===== src/rtl/keypad_scanner.sv =====
// 4x4 active-low matrix keypad scanner with frame debounce and single-key press/release events.
// Optional KEY_REPEAT_EN adds auto-repeat of key_valid while a key stays held.
//   state   | meaning
//   IDLE    | no key accepted, waiting for a single stable key
//   PRESSED | one key accepted and still held
//   BLOCKED | multi-key or key change seen, waiting for all keys released
module keypad_scanner #(
  parameter int SCAN_DIV        = 50000,
  parameter int DEBOUNCE_FRAMES = 4,
  parameter int REPEAT_FRAMES   = 125
) (
  input  logic       clk,
  input  logic       reset,
  output logic [3:0] col_n,
  input  logic [3:0] row_n,
  output logic [3:0] key_code,
  output logic       key_valid,
  output logic       key_release,
  output logic       key_held,
  output logic       multi_key
);

  localparam int SLOT_W = $clog2(SCAN_DIV);
  localparam logic [SLOT_W-1:0] SLOT_SAMPLE = SLOT_W'(SCAN_DIV - 2);
  localparam logic [SLOT_W-1:0] SLOT_LAST   = SLOT_W'(SCAN_DIV - 1);
  localparam logic [3:0] DEB = 4'(DEBOUNCE_FRAMES);

  typedef enum logic [1:0] {IDLE, PRESSED, BLOCKED} state_t;

  logic [3:0]        row_s1, row_s2;
  logic [SLOT_W-1:0] slot_cnt;
  logic [1:0]        col_idx;
  logic [15:0]       frame_acc, prev_frame, stable_frame;
  logic [3:0]        match_cnt, match_next;
  logic              stable_upd, frame_tick;
  logic              is_none, is_one, is_multi;
  logic [3:0]        stable_code;
  state_t            state;

  always_comb begin
    if (frame_acc != prev_frame) match_next = 4'd1;
    else if (match_cnt >= DEB)   match_next = DEB;
    else                         match_next = match_cnt + 4'd1;
  end

  // Frame bit index is col*4+row; key code is row*4+col.
  always_comb begin
    stable_code = '0;
    for (int b = 0; b < 16; b++)
      if (stable_frame[b]) stable_code = {2'(b % 4), 2'(b / 4)};
  end

  assign is_none  = (stable_frame == '0);
  assign is_one   = !is_none && ((stable_frame & (stable_frame - 16'd1)) == '0);
  assign is_multi = !is_none && !is_one;

  always_ff @(posedge clk or posedge reset) begin
    if (reset) begin
      row_s1       <= 4'hF;
      row_s2       <= 4'hF;
      slot_cnt     <= '0;
      col_idx      <= '0;
      col_n        <= 4'b1110;
      frame_acc    <= '0;
      prev_frame   <= '0;
      stable_frame <= '0;
      match_cnt    <= '0;
      stable_upd   <= 1'b0;
      frame_tick   <= 1'b0;
    end else begin
      row_s1     <= row_n;
      row_s2     <= row_s1;
      stable_upd <= 1'b0;
      frame_tick <= 1'b0;
      // Sampling one slot before the column switch gives the strobe time to settle.
      if (slot_cnt == SLOT_SAMPLE)
        frame_acc[{col_idx, 2'b00} +: 4] <= ~row_s2;
      if (slot_cnt == SLOT_LAST) begin
        slot_cnt <= '0;
        col_idx  <= col_idx + 2'd1;
        col_n    <= {col_n[2:0], col_n[3]};
        if (col_idx == 2'd3) begin
          prev_frame <= frame_acc;
          match_cnt  <= match_next;
          frame_tick <= 1'b1;
          if (match_next == DEB && frame_acc != stable_frame) begin
            stable_frame <= frame_acc;
            stable_upd   <= 1'b1;
          end
        end
      end else begin
        slot_cnt <= slot_cnt + 1'b1;
      end
    end
  end

`ifdef KEY_REPEAT_EN
  localparam int RPT_W = $clog2(REPEAT_FRAMES + 1);
  logic [RPT_W-1:0] rpt_cnt;
`else
  logic unused_repeat;
  assign unused_repeat = ^REPEAT_FRAMES;
`endif

  always_ff @(posedge clk or posedge reset) begin
    if (reset) begin
      state       <= IDLE;
      key_code    <= '0;
      key_valid   <= 1'b0;
      key_release <= 1'b0;
      key_held    <= 1'b0;
      multi_key   <= 1'b0;
`ifdef KEY_REPEAT_EN
      rpt_cnt     <= '0;
`endif
    end else begin
      key_valid   <= 1'b0;
      key_release <= 1'b0;
      case (state)
        IDLE: begin
          if (stable_upd && is_one) begin
            state     <= PRESSED;
            key_code  <= stable_code;
            key_valid <= 1'b1;
            key_held  <= 1'b1;
`ifdef KEY_REPEAT_EN
            rpt_cnt   <= '0;
`endif
          end else if (stable_upd && is_multi) begin
            state     <= BLOCKED;
            multi_key <= 1'b1;
          end
        end
        PRESSED: begin
          if (stable_upd && (is_none || is_multi || stable_code != key_code)) begin
            state       <= is_none ? IDLE : BLOCKED;
            key_release <= 1'b1;
            key_held    <= 1'b0;
            multi_key   <= is_multi;
          end
`ifdef KEY_REPEAT_EN
          else if (frame_tick && !stable_upd) begin
            if (rpt_cnt == RPT_W'(REPEAT_FRAMES - 1)) begin
              key_valid <= 1'b1;
              rpt_cnt   <= '0;
            end else begin
              rpt_cnt <= rpt_cnt + 1'b1;
            end
          end
`endif
        end
        BLOCKED: begin
          if (stable_upd) begin
            multi_key <= is_multi;
            if (is_none) state <= IDLE;
          end
        end
        default: state <= IDLE;
      endcase
    end
  end

endmodule


===== config.mk =====
export PLATFORM = sky130hd
export DESIGN_NAME = keypad_scanner
export DESIGN_NICKNAME = d
export VERILOG_FILES = /design/src/rtl/keypad_scanner.sv
export SDC_FILE = /design/constraint.sdc
export NUM_CORES = 1
export LEC_CHECK = 0
export CORE_MARGIN = 8
export CORE_UTILIZATION = 40
export DETAILED_ROUTE_END_ITERATION = 8
export SLEW_MARGIN = 25
export SYNTH_ARGS = -nofsm -noshare
export SYNTH_HDL_FRONTEND = slang
export SYNTH_SLANG_ARGS = --single-unit

===== constraint.sdc =====
create_clock -name clk -period 3.7 [get_ports clk]
set_clock_uncertainty 0.2 [all_clocks]
set_input_delay 0.555 -clock clk [delete_from_list [all_inputs] [get_ports clk]]
set_output_delay 0.555 -clock clk [all_outputs]
set_load 0.05 [all_outputs]

# Yosys cells after proc, flatten, opt, wreduce, memory -nomap -nowiden
# Index checks and enable logic that the tools add are counted.
# totals
input_bits	6
out_inout_bits	12
elab_cells	104
reg_bits	93
# op_classes
n_mux	41
n_addsub	5
n_reduce_logical	21
shifts	2
n_lt_le_gt_ge	1
n_bitwise	2
n_eq_ne	16
# op_table
cell	n
4-bit 2-to-1 mux	16
16-bit == test, second input constant	2
16-bit logical NOT	2
16-bit inequality test	2
16-bit by 1-bit adder with 16-bit output, second input constant	1
16-bit AND	1
16-bit bitwise mux	1
16-bit 2-to-1 mux	1
4-bit by 6-bit variable shift with 16-bit output, first input constant	1
4-bit by 6-bit indexed part select with 16-bit output	1
16-bit by 1-bit subtractor with 16-bit output, second input constant	1
1-bit 2-to-1 mux	13
2-bit 2-to-1 mux	6
2-bit inequality test, second input constant	6
1-bit logical AND	6
4-bit negation with 6-bit output	1
2-bit one-hot mux with 3 select lines	1
3-bit AND reduction	2
5-bit AND reduction	1
4-bit by 1-bit adder with 4-bit output, second input constant	1
2-bit == test, second input constant	2
4-bit by 3-bit == test with 1-bit output, second input constant	1
4-bit by 3-bit greater-or-equal comparator with 1-bit output, second input constant	1
4-bit inequality test	1
other kinds (14)	17

# Depth between registers and ports, before layout
# depth
depth_word	20
ltp_mapped	10
depth_no_buf	7

# Worst setup path before layout
# OpenSTA, ideal clock, no wires.
# synth_timing
path_kind	register to register
startpoint	reg stable_frame[4]
endpoint	reg key_code[0]
stages_incl_launch_ff	9
path_slack_ns	0.907
t_required_ns	3.375
setup_ns	0.125
path_buffers	2
arrival_time_ns	2.468
path_cell_list	dfrtp_1 buf_6 or4_1 buf_2 o41ai_2 nand3_1 nor4_4 nand4_4 mux2_4
# synth_between
elab_chain_len	12
# synth_rtl
item	line_no	source
start: declaration	33	logic [15:0] frame_acc, prev_frame, stable_frame;
start signal: assignment	87	stable_frame <= frame_acc;
parallel branches: the longest is 12 deep, another holds 16-bit by 1-bit subtractor with 16-bit output	n/a	
end signal: assignment	123	key_code <= stable_code;
end: declaration	16	output logic [3:0] key_code,
# Parallel ways; which one is timed is not known.
# A chain may end at the register's enable or synchronous reset.

# Worst setup path after layout
# layout_timing
startpoint	reg stable_frame[8]
endpoint	reg state[0]
# layout_between
elab_chain_len	13
# layout_rtl
item	line_no	source
parallel branches: the longest is 13 deep, another holds 16-bit by 1-bit subtractor with 16-bit output	n/a	
end signal: assignment	136	state <= is_none ? IDLE : BLOCKED;
end: declaration	38	state_t state;
# Parallel ways; which one is timed is not known.

==> impl_metrics.csv <==
group,metric,value,unit
outcome,status,"complete, no violations",
clock_network,clockBufferDepth,2,
timing,timing.final.hold_violations,0,
pwr,power_frac_clock,47.2,%
floorplan,rows,39,
critical_path,critPathSlowestCell,"or4_1",
yosys,syn_area_per_cell,11.0,µm²
final_layout,final_nets,458,
drt,wl_per_cell,15.3,µm
yosys,ys_seq_area_share,49.6,%
pwr,sequentialPowerShare,51.4,%
yosys,yosys.area.top_type_share,43.5,%
critical_path,worst-endpoint-required,3.76,ns
timing,setup_tns,0,ns
clock_network,ctsHoldBuffers,0,
clock_network,path_clk_slew,0.07,ns
final_layout,diodes,0,
critical_path,start_kind,"register",
floorplan,die_area,15500,µm²
placement,port_buffers,17,
job,cap_violations,0,
grt,grt_pass1_vias,3160,
floorplan,start_util,41.1,%
pwr,ir_worst_vdd,0.238,mV
pwr,swShare,21.7,%
pwr,combPwrFrac,1.4,%
grt,grt_usage,12.5,%
grt,grt_max_degree,42,
clock_network,cts_root_buffer,"clkbuf_16",
pwr,p_leak,0.00257,µW
clock_network,cts_tree,"built",
clock_network,cts_resized,0,
timing,maxSlewViolCount,0,
yosys,synthArstFlopShare,100,%
pwr,switchingPower,435,µW
yosys,ys_ff_latch,93,
yosys,ys_warn_count,0,
placement,placed_cells,573,
critical_path,path_class,"reg -> reg",
grt,grt_pass1_wl,16100,µm
pwr,p_per_area,380,nW/µm²
placement,place_congestion,0.820,
drt,dr.pass1.iters,4,
grt,overflow,0,
clock_network,cts_max_level,3,
timing,worstMarginPinSlew,0.820,ns
timing,fmax,335,MHz
clock_network,cts_buffers,9,
drt,viasPerCell,5.30,
critical_path,cp_cell_sequence,"or4_1 > o41ai_2 > nand3_1 > nor4_4 > nand4_1 > o21ai_2 > mux2i_1",
timing,relSlewSlack,45.2,%
yosys,synth_edf_count,0,
critical_path,cpPeakStageDelay,0.70,ns
drt,routed_wl,9030,µm
yosys,synth_cell_types,57,
yosys,yosysTopAreaCell,"dfrtp_1",
clock_network,post-cts-setup-buffers,0,
worst_hold_path,hp-class,"reg -> reg",
final_layout,layout.cells.non_filler,589,
pwr,internal-power,1570,µW
yosys,yosysMostFrequentCell,"dfrtp_1",
drt,drtAntennaViolNets,0,
drt,num_vias,3122,
floorplan,fp.dieW,125,µm
floorplan,ios,18,
timing,fin_crit,2.99,ns
final_layout,post-route-util,45.9,%
critical_path,crit_fanout,9,
yosys,synth_nets,446,
yosys,ys_top_cells_by_area,"dfrtp_1, mux2_2, xor2_1, dfstp_2, o31ai_1",
placement,dp_hpwl,6540,µm
critical_path,endpoint_kind,"register",
floorplan,design.core.area,11500,µm²
drt,drtIter0Drc,217,
final_layout,drive_above_1_share,17.3,%
clock_network,clock_sinks,93,
timing,grt_setup_unrepaired,"false",
final_layout,area_growth,11.6,%
floorplan,die_height,125,µm
critical_path,crit_arrival,3.05,ns
critical_path,crit_family,"simple AND/OR/NAND/NOR gates",
clock_network,clk_latency,0.34,ns
critical_path,worst-path-buf-inv,0,
yosys,synthTopCellsByCount,"dfrtp_1, nand2_1, mux2_2, xor2_1, nor2_1",
drt,drc,0,
yosys,ys.flop_type,"dfrtp_1",
timing,setup_violations,0,
timing,fin_crit_sh,80.7,%
yosys,synth_area,4720,µm²
yosys,syn_inst,429,
grt,antenna_found_initial,0,
## cell families (layout without fill, tap and decap cells)
logic type | Yosys count | after routing | share of synthesized area, %
and+or+nand+nor | 139 | 139 | 15.5
DFF | 93 | 93 | 49.6
AOI/OAI and AO/OA | 66 | 66 | 9.84
xor gates and xnor gates | 44 | 44 | 8.17
muxes | 39 | 39 | 9.36
buffers and inverters | 36 | 53 | 4.38
adders and majority gates | 12 | 12 | 3.13
## worst register-to-register path, cell delays in order (launching register included)
cell,delay [ns]
dfrtp_1,0.48
or4_1,0.70
o41ai_2,0.35
nand3_1,0.16
nor4_4,0.41
nand4_1,0.21
o21ai_2,0.20
mux2i_1,0.20
## power groups by stage
stage | registers, µW | logic [µW] | clock network [µW]
floorplan | 1050 | 14.7 | 0
global placement | 1050 | 28.9 | 0
detailed placement | 1050 | 29.3 | 0
CTS | 1030 | 29.2 | 976
global route | 1030 | 32.8 | 1020
finish | 1030 | 27.2 | 945
## routing by layer
| layer | GRT usage, % | vias to the layer above | wire length [µm] |
|---|---|---|---|
| li1 | - | 1551 | - |
| met1 | 15.9 | 1533 | 4300 |
| met2 | 20.1 | 31 | 4360 |
| met3 | 3.57 | 7 | 236 |
| met4 | 3.83 | 0 | 127 |
| met5 | 0 | - | 0 |
## final cells by class
type | count | area, µm²
clock buffers | 9 | 225
clock inverters | 7 | 80.1
flip-flops and latches | 93 | 2340
repair buffers | 23 | 215
inverters | 14 | 53.8
fillers | 1061 | 6200
well taps | 143 | 179
multi-input cells | 300 | 2170
## registers in the layout, indices dropped and copies added (netlist names)
signal / flops
col_idx: 2
col_n: 4
frame_acc: 16
key_code: 4
key_held: 1
key_release: 1
key_valid: 1
match_cnt: 4
multi_key: 1
prev_frame: 16
row_s1: 4
row_s2: 4
slot_cnt: 16
stable_frame: 16
stable_upd: 1
state: 2
## placed cells by master (no fill, tap or decap), types with 13 or more instances in the layout
cell type / netlist / layout
clkdlybuf4s50_1: 0 / 17
nor4_1: 16 / 16
xor2_1: 36 / 36
nor2_1: 29 / 29
nand3_1: 15 / 15
inv_1: 14 / 13
nand2_1: 38 / 38
o31ai_1: 21 / 21
dfrtp_1: 82 / 82
o21ai_0: 13 / 13
mux2_2: 37 / 37
## final timing paths
check | start | endpoint | cells past startpoint | slack, ns
max reg2reg | stable_frame[8] | state[0] | 7 | 0.71
max in group asynchronous | reset | col_n[3] | 3 | 2.09
min in group asynchronous | reset | state[1] | 2 | 0.43
max | stable_frame[8] | state[0] | 7 | 0.71
min | row_s1[0] | row_s2[0] | 0 | 0.16
min reg2reg | row_s1[0] | row_s2[0] | 0 | 0.16
## through the flow
stage	total power, µW	hold slack, ns	instance area [µm²]	setup slack (ns)
5_1_grt	2080	0.162	5260	0.544
6_report	2000	0.156	5260	0.713
2_1_floorplan	1060	0.145	4720	0.543
3_3_place_gp	1080	0.146	4960	0.765
3_5_place_dp	1080	0.147	4960	0.725
4_1_cts	2030	0.157	5260	0.697
Power figures use the tool's default switching activity.
